### src/rtl/card_datapath.sv
// card_datapath: baccarat datapath feeding the dealing state machine.
// Generates card ranks 1..13 and holds the six hand slots loaded by the
// state machine's strobes. Outputs the hand scores and slot count used by the
// state machine, and keeps saturating win/tie tallies from its win lights.
//
// Ports:
//   slow_clock                   clock, all state updates on posedge
//   resetb                       synchronous active-low reset
//   new_round                    clear all hand slots (tallies/generator kept)
//   load_pcard1..3/load_dcard1..3  load slot from new_card
//   player_win_light/dealer_win_light  win lights, rising edge = win
//   new_card                     current generator rank 1..13
//   pcard1..3/dcard1..3          slot contents, 0 = empty
//   pscore/dscore                hand scores 0..9 (combinational from slots)
//   cards_dealt                  occupied slot count 0..6 (combinational)
//   player_tally/dealer_tally/tie_tally  saturating outcome counters
//   round_done                   one-cycle pulse after any win-light rise
module card_datapath #(
    parameter int unsigned TALLY_W = 8
) (
    input  logic               slow_clock,
    input  logic               resetb,
    input  logic               new_round,
    input  logic               load_pcard1,
    input  logic               load_pcard2,
    input  logic               load_pcard3,
    input  logic               load_dcard1,
    input  logic               load_dcard2,
    input  logic               load_dcard3,
    input  logic               player_win_light,
    input  logic               dealer_win_light,
    output logic [3:0]         new_card,
    output logic [3:0]         pcard1,
    output logic [3:0]         pcard2,
    output logic [3:0]         pcard3,
    output logic [3:0]         dcard1,
    output logic [3:0]         dcard2,
    output logic [3:0]         dcard3,
    output logic [3:0]         pscore,
    output logic [3:0]         dscore,
    output logic [2:0]         cards_dealt,
    output logic [TALLY_W-1:0] player_tally,
    output logic [TALLY_W-1:0] dealer_tally,
    output logic [TALLY_W-1:0] tie_tally,
    output logic               round_done
);

    localparam int unsigned RANK_W   = 4;
    localparam int unsigned SLOTS    = 3;
    localparam logic [RANK_W-1:0]  RANK_MIN  = RANK_W'(1);
    localparam logic [RANK_W-1:0]  RANK_MAX  = RANK_W'(13);
    localparam logic [TALLY_W-1:0] TALLY_ONE = TALLY_W'(1);
    localparam logic [TALLY_W-1:0] TALLY_MAX = '1;

    logic [RANK_W-1:0]  card_q, card_d;
    logic [RANK_W-1:0]  pcard_q [SLOTS];
    logic [RANK_W-1:0]  pcard_d [SLOTS];
    logic [RANK_W-1:0]  dcard_q [SLOTS];
    logic [RANK_W-1:0]  dcard_d [SLOTS];
    logic               pw_q, dw_q;
    logic [TALLY_W-1:0] ptally_q, ptally_d;
    logic [TALLY_W-1:0] dtally_q, dtally_d;
    logic [TALLY_W-1:0] ttally_q, ttally_d;
    logic               done_q, done_d;

    logic [SLOTS-1:0]   pload, dload;
    logic               p_rise, d_rise;

    assign pload  = {load_pcard3, load_pcard2, load_pcard1};
    assign dload  = {load_dcard3, load_dcard2, load_dcard1};
    assign p_rise = player_win_light & ~pw_q;
    assign d_rise = dealer_win_light & ~dw_q;

    // Baccarat value of one rank: face cards and tens count zero, empty slot is zero.
    function automatic logic [RANK_W-1:0] card_value(input logic [RANK_W-1:0] rank);
        return (rank >= RANK_W'(10)) ? RANK_W'(0) : rank;
    endfunction

    // Hand score = sum of three values mod 10; sum never exceeds 27.
    function automatic logic [RANK_W-1:0] hand_score(input logic [RANK_W-1:0] c1,
                                                     input logic [RANK_W-1:0] c2,
                                                     input logic [RANK_W-1:0] c3);
        logic [4:0] sum;
        sum = 5'(card_value(c1)) + 5'(card_value(c2)) + 5'(card_value(c3));
        if (sum >= 5'd20) begin
            sum = sum - 5'd20;
        end else if (sum >= 5'd10) begin
            sum = sum - 5'd10;
        end
        return RANK_W'(sum);
    endfunction

    // Generator wraps 13 -> 1; any out-of-range value also recovers to 1.
    always_comb begin
        card_d = card_q + RANK_W'(1);
        if ((card_q >= RANK_MAX) || (card_q == '0)) begin
            card_d = RANK_MIN;
        end
    end

    // Slot next-state: new_round clears and beats any simultaneous load.
    always_comb begin
        for (int i = 0; i < int'(SLOTS); i++) begin
            pcard_d[i] = pcard_q[i];
            dcard_d[i] = dcard_q[i];
            if (new_round) begin
                pcard_d[i] = '0;
                dcard_d[i] = '0;
            end else begin
                if (pload[i]) pcard_d[i] = card_q;
                if (dload[i]) dcard_d[i] = card_q;
            end
        end
    end

    // Outcome tallies: simultaneous rises are a tie, otherwise one side wins.
    always_comb begin
        ptally_d = ptally_q;
        dtally_d = dtally_q;
        ttally_d = ttally_q;
        done_d   = p_rise | d_rise;
        if (p_rise && d_rise) begin
            if (ttally_q != TALLY_MAX) ttally_d = ttally_q + TALLY_ONE;
        end else if (p_rise) begin
            if (ptally_q != TALLY_MAX) ptally_d = ptally_q + TALLY_ONE;
        end else if (d_rise) begin
            if (dtally_q != TALLY_MAX) dtally_d = dtally_q + TALLY_ONE;
        end
    end

    // State registers.
    always_ff @(posedge slow_clock) begin
        if (!resetb) begin
            card_q   <= RANK_MIN;
            for (int i = 0; i < int'(SLOTS); i++) begin
                pcard_q[i] <= '0;
                dcard_q[i] <= '0;
            end
            pw_q     <= 1'b0;
            dw_q     <= 1'b0;
            ptally_q <= '0;
            dtally_q <= '0;
            ttally_q <= '0;
            done_q   <= 1'b0;
        end else begin
            card_q   <= card_d;
            for (int i = 0; i < int'(SLOTS); i++) begin
                pcard_q[i] <= pcard_d[i];
                dcard_q[i] <= dcard_d[i];
            end
            pw_q     <= player_win_light;
            dw_q     <= dealer_win_light;
            ptally_q <= ptally_d;
            dtally_q <= dtally_d;
            ttally_q <= ttally_d;
            done_q   <= done_d;
        end
    end

    // Occupied-slot count.
    always_comb begin
        cards_dealt = '0;
        for (int i = 0; i < int'(SLOTS); i++) begin
            cards_dealt = cards_dealt + 3'(pcard_q[i] != '0) + 3'(dcard_q[i] != '0);
        end
    end

    assign pscore       = hand_score(pcard_q[0], pcard_q[1], pcard_q[2]);
    assign dscore       = hand_score(dcard_q[0], dcard_q[1], dcard_q[2]);

    assign new_card     = card_q;
    assign pcard1       = pcard_q[0];
    assign pcard2       = pcard_q[1];
    assign pcard3       = pcard_q[2];
    assign dcard1       = dcard_q[0];
    assign dcard2       = dcard_q[1];
    assign dcard3       = dcard_q[2];
    assign player_tally = ptally_q;
    assign dealer_tally = dtally_q;
    assign tie_tally    = ttally_q;
    assign round_done   = done_q;

endmodule

### config.mk
export PLATFORM = sky130hd
export DESIGN_NAME = card_datapath
export DESIGN_NICKNAME = d
export VERILOG_FILES = /design/src/rtl/card_datapath.sv
export SDC_FILE = /design/constraint.sdc
export NUM_CORES = 1
export LEC_CHECK = 0
export CAP_MARGIN = 25
export CORE_UTILIZATION = 40
export CTS_BUF_LIST = sky130_fd_sc_hd__clkbuf_4 sky130_fd_sc_hd__clkbuf_8
export DETAILED_ROUTE_END_ITERATION = 10
export PLACE_DENSITY = 0.66
export SLEW_MARGIN = 20
export SYNTH_ARGS = -nofsm -noshare
export SYNTH_HDL_FRONTEND = slang
export SYNTH_SLANG_ARGS = --single-unit
### constraint.sdc
create_clock -name slow_clock -period 4.4 [get_ports slow_clock]
set_clock_uncertainty 0.05 [all_clocks]
set_input_delay 0.88 -clock slow_clock [delete_from_list [all_inputs] [get_ports slow_clock]]
set_output_delay 0.88 -clock slow_clock [all_outputs]
set_load 0.03 [all_outputs]
-- Word level (Yosys, flattened, before mapping)
Memories as Yosys holds them, arrays and structs flattened.
Index checks and enable logic that the tools add are counted.
- bitwise gates (word level): 14
- $add $sub $neg: 17
- muxes and demuxes: 30
- equal/unequal tests: 3
- magnitude comparators: 11
- reductions and logical operators: 13
- operators with widths (kind ; count):
    4-bit 2-to-1 mux ; 28
    4-bit greater-or-equal comparator (second input constant) ; 7
    8-bit by 1-bit adder with 8-bit output (second input constant) ; 3
    8-bit inequality test (second input constant) ; 3
    4-bit nonzero test ; 6
    4-bit by 4-bit adder with 5-bit output ; 2
    5-bit by 4-bit adder with 5-bit output ; 2
    5-bit by 4-bit greater-or-equal comparator with 1-bit output (second input constant) ; 2
    5-bit greater-or-equal comparator (second input constant) ; 2
    3-bit by 1-bit adder with 3-bit output ; 3
    4-bit by 3-bit subtractor with 4-bit output (second input constant) ; 2
    4-bit subtractor (second input constant) ; 2
    1-bit OR ; 7
    1-bit NOT ; 5
    4-bit by 1-bit adder with 4-bit output (second input constant) ; 1
    4-bit zero test ; 1
    4-bit AND reduction ; 1
    2-bit by 1-bit adder with 3-bit output ; 1
    3-bit AND reduction ; 1
    1-bit by 1-bit adder with 2-bit output ; 1
    1-bit AND ; 2
    1-bit 2-to-1 mux ; 2
    2-bit AND reduction ; 1
    2-bit OR reduction ; 1
    2 further kinds ; 2
- bits of input ports: 11
- register bits after elaboration: 31
- memories: 2
- memory bits (writable): 24
- memories (name ; depth ; bits a word ; read ports ; clocked after memory_dff ; write ports ; RTL line ; source):
    dcard_q ; 3 ; 4 ; 3 ; 0 ; 3 ; 58 ; logic [RANK_W-1:0] dcard_q [SLOTS];
    pcard_q ; 3 ; 4 ; 3 ; 0 ; 3 ; 56 ; logic [RANK_W-1:0] pcard_q [SLOTS];

-- Logic depth before layout (Yosys ltp)
An unclocked memory read counts as a cell.
- depth in word-level cells: 8
- depth in mapped cells: 13
- gate-level depth less buffers: 13

-- Worst setup path before layout
OpenSTA, ideal clock, no wires.
- path type: reg-to-output
- start: mem pcard_q[0][3]
- end: out pscore[2]
- path buffers: 0
- stages on the path, launching flop included: 11
- data arrival time: 3.387 ns
- slack: 0.083 ns
- required time: 3.470 ns
- cells stage by stage: dfxtp_1 -> o21ai_0 -> and2_1 -> fa_1 -> ha_1 -> fa_1 -> inv_1 -> ha_1 -> a21oi_1 -> a21oi_1 -> o32ai_1
- RTL lines (what ; RTL line ; source):
    start, declared ; 56 ;
    end, declared ; 39 ; output logic [3:0] pscore,

==> impl_results.md <==
- Clk buf depth: 2
- CP bufs+invs: 1
- Cell family with most CP delay: adder cells
- Hold depth: 2
- Final Total Pwr: 1.36 mW
- Startpoint types: flop
- Minimum clock period: 4.27 ns
- Die Ht: 91.6 µm
- Largest net degree at the start of global routing: 25
- Comb pwr share: 37.2%
- Final Cell Area: 4250 µm²
- Setup Total Neg Slack: 0 ns
- Crit path to: cards_dealt[1]
- Commonest non-fill, non-tap cell in the layout: clkdlybuf4s50_1
- DRT Wirelength: 7040 µm
- Reg2Reg Depth: 6
- R2R Path Start: tie_tally[0]
- Post-Synthesis Net Count: 396
- Die ar.: 8380 µm²
- First-pass GRT wire length: 12,000 µm
- Power Dens Cells: 321 nW/µm²
- DRT antenna net count: 0
- Number of flops mapped to enable cells by yosys: 0
- Count of warnings emitted by yosys: 0
- Worst path cell trace: or4_1, fa_1, fa_1, ha_1, fa_1, clkdlybuf4s15_1
- Layout area overhead: 32.6%
- Slew Viols, Final: 0
- Crit path top cell by count: fa_1
- Count of final setup violators: 0
- Worst r2r dst: tie_tally[7]
- Most frequent cells in the layout: 66 x clkdlybuf4s50_1, 61 x nor2_1, 39 x dfxtp_1
- Outcome: completed
- Kind of critical path: flop to output pin
- Clk slew on worst S/H paths: 0.10 ns
- Net Sw Power: 0.507 mW
- Clock Sinks: 55
- Fin crit share: 97.0%
- Layout cells sized above 1: 13.6%
- Slowest Stage Delay on Critical Path: 0.58 ns
- Core region area: 7730 µm²
- CP endpoint kind: output pin
- Vias per cell: 4.99
- Placed cell count: 518
- Cells after Synth: 353
- Hold-fix buffers, CTS: 0
- Max Freq: 0.234 GHz
- Cell Area, Placed: 4050 µm²
- Worst setup startpoint: pcard_q[0][3]
- Vias: 2,646
- WP data arrival: 3.34 ns
- CP max stage cell: or4_1
- Switching Fraction: 37.2%
- WP data required: 3.47 ns
- WP depth: 6
- Worst skew pair latency: 0.30 ns
- Fin nets: 470
- Seq pwr share: 42.9%
- Hold Vio Cnt, Final: 0
- Leakage: 1.78 nW
- CTS tree: built
- CTS Buf Count: 5
- Worst-margin pin slew: 0.917 ns
- Root Driver: clkbuf_8
- GR Util All Layers: 17.5%
- Top Ports: 75
- Top_reg_cell synth: dfxtp_1
- Clk pwr share: 20.0%
- Register area share after synthesis: 34.3%
- Post-synthesis async set-or-reset flop share: 0%
- HP Class: flop to flop
- Std cell rows: 32
- DR WL/cell: 13.3 µm
- Fin util: 55.1%
- Post-route DRC: 0
- Worst relative slew slack: 38.9%
- First-pass detailed-route iteration total: 4
- Worst hold slack: 0.475 ns
- Initial core utilization: 41.5%
- P_int: 0.857 mW
- Non-filler cells, final: 530
- Syn avg cell area: 9.09 µm²
- Routability cong.: 0.781
- R2r setup slk: 2.39 ns
- Worst setup margin: 0.132 ns
- CP Max Fanout: 7
- Ant. Diodes: 0
- Initial antenna violation count: 0
- GR Overflow Total: 0
- Flops & latches, synth: 55
- Max Cap Viol: 0
- DP HPWL: 5140 µm
- # port buffers: 74
- Worst vdd ir: 0.129 mV
- Vias in the first global route: 2,577
- Synth unique cells: 39
- Initial DRC count: 68
- Mapped Area: 3210 µm²
- Dpl ws: -0.0683 ns
- H-tree Lvls: 2
- Die X-Extent: 91.6 µm
-- layout make-up --
class | count | area, µm²
clock buffers | 5 | 68.8
clock inverters | 3 | 15.0
fillers | 682 | 3470
inverters | 15 | 56.3
multi-input cells | 267 | 2070
flip-flops and latches | 55 | 1130
well taps | 102 | 128
repair buffers | 83 | 790
-- routing by layer --
metal	track usage [%]	vias up	part of all wire, %
met5	0	-	0
met3	3.52	9	5.7
li1	-	1333	-
met2	29.6	78	46
met4	4.37	0	1.1
met1	22.7	1226	47
-- sequential cells by signal, summed over array words and instances, names as in the netlist --
register	count
dw_q	1
tie_tally	8
pcard_q	12
pw_q	1
new_card	4
round_done	1
dealer_tally	8
dcard_q	12
player_tally	8
-- synthesized netlist by cell type, drive strengths merged (3+ instances only) --
cell type   n  share of area, %
inv        15               1.8
dfxtp      55                34
nor3b       4              0.94
clkbuf     13               1.5
fa         13               8.1
xor2       12               3.3
buf         3              0.35
a21oi      11               1.7
a21o        3              0.70
nand4      10               2.0
ha         19               7.4
nand2      13               1.5
nor3        6              0.94
mux2i      29               9.0
or4         3              0.70
and2        9               1.8
nand3       9               1.6
and3        5               1.1
nand2b      7               1.6
xnor2      14               3.8
o21ai      12               1.9
nor2b      13               2.5
nor2       61               7.1
-- cell families after synthesis --
group	synth area share, %
AOI/OAI and AO/OA	7.18
xor gates and xnor gates	7.10
adders and majority gates	15.5
buffers and inverters	3.63
DFF	34.3
muxes	9.05
and+or+nand+nor	23.2
-- worst min-delay path by stage --
stage                            to       startpoint
floorplan                round_done             pw_q
global placement       tie_tally[7]     tie_tally[7]
detailed placement  player_tally[5]  player_tally[5]
CTS                 player_tally[5]  player_tally[5]
global route           tie_tally[7]     tie_tally[7]
finish              player_tally[5]  player_tally[5]
-- worst register-to-register path, cell delays in order, from the launching register on --
cell and delay (ns):
dfxtp_1 0.39, ha_1 0.28, and3_4 0.21, a211oi_4 0.44, nand3_2 0.13, or3_1 0.31, a21oi_1 0.14
-- power groups by stage --
| stage | clock [mW] | sequential (mW) | combinational, mW |
|---|---|---|---|
| after detailed placement | 0 | 0.598 | 0.494 |
| after global routing | 0.306 | 0.593 | 0.559 |
| after global placement | 0 | 0.598 | 0.485 |
| after CTS | 0.283 | 0.586 | 0.493 |
| after floorplan | 0 | 0.610 | 0.313 |
| final | 0.272 | 0.584 | 0.507 |
-- timing repair --
item,in CTS,in global routing
gates resized for setup,28,25
setup endpoints to repair,8,7
buffers inserted,1,3
pin swaps,2,2
endpoints found under the hold margin,0,0
No activity file was read; power rests on OpenSTA's default activity.
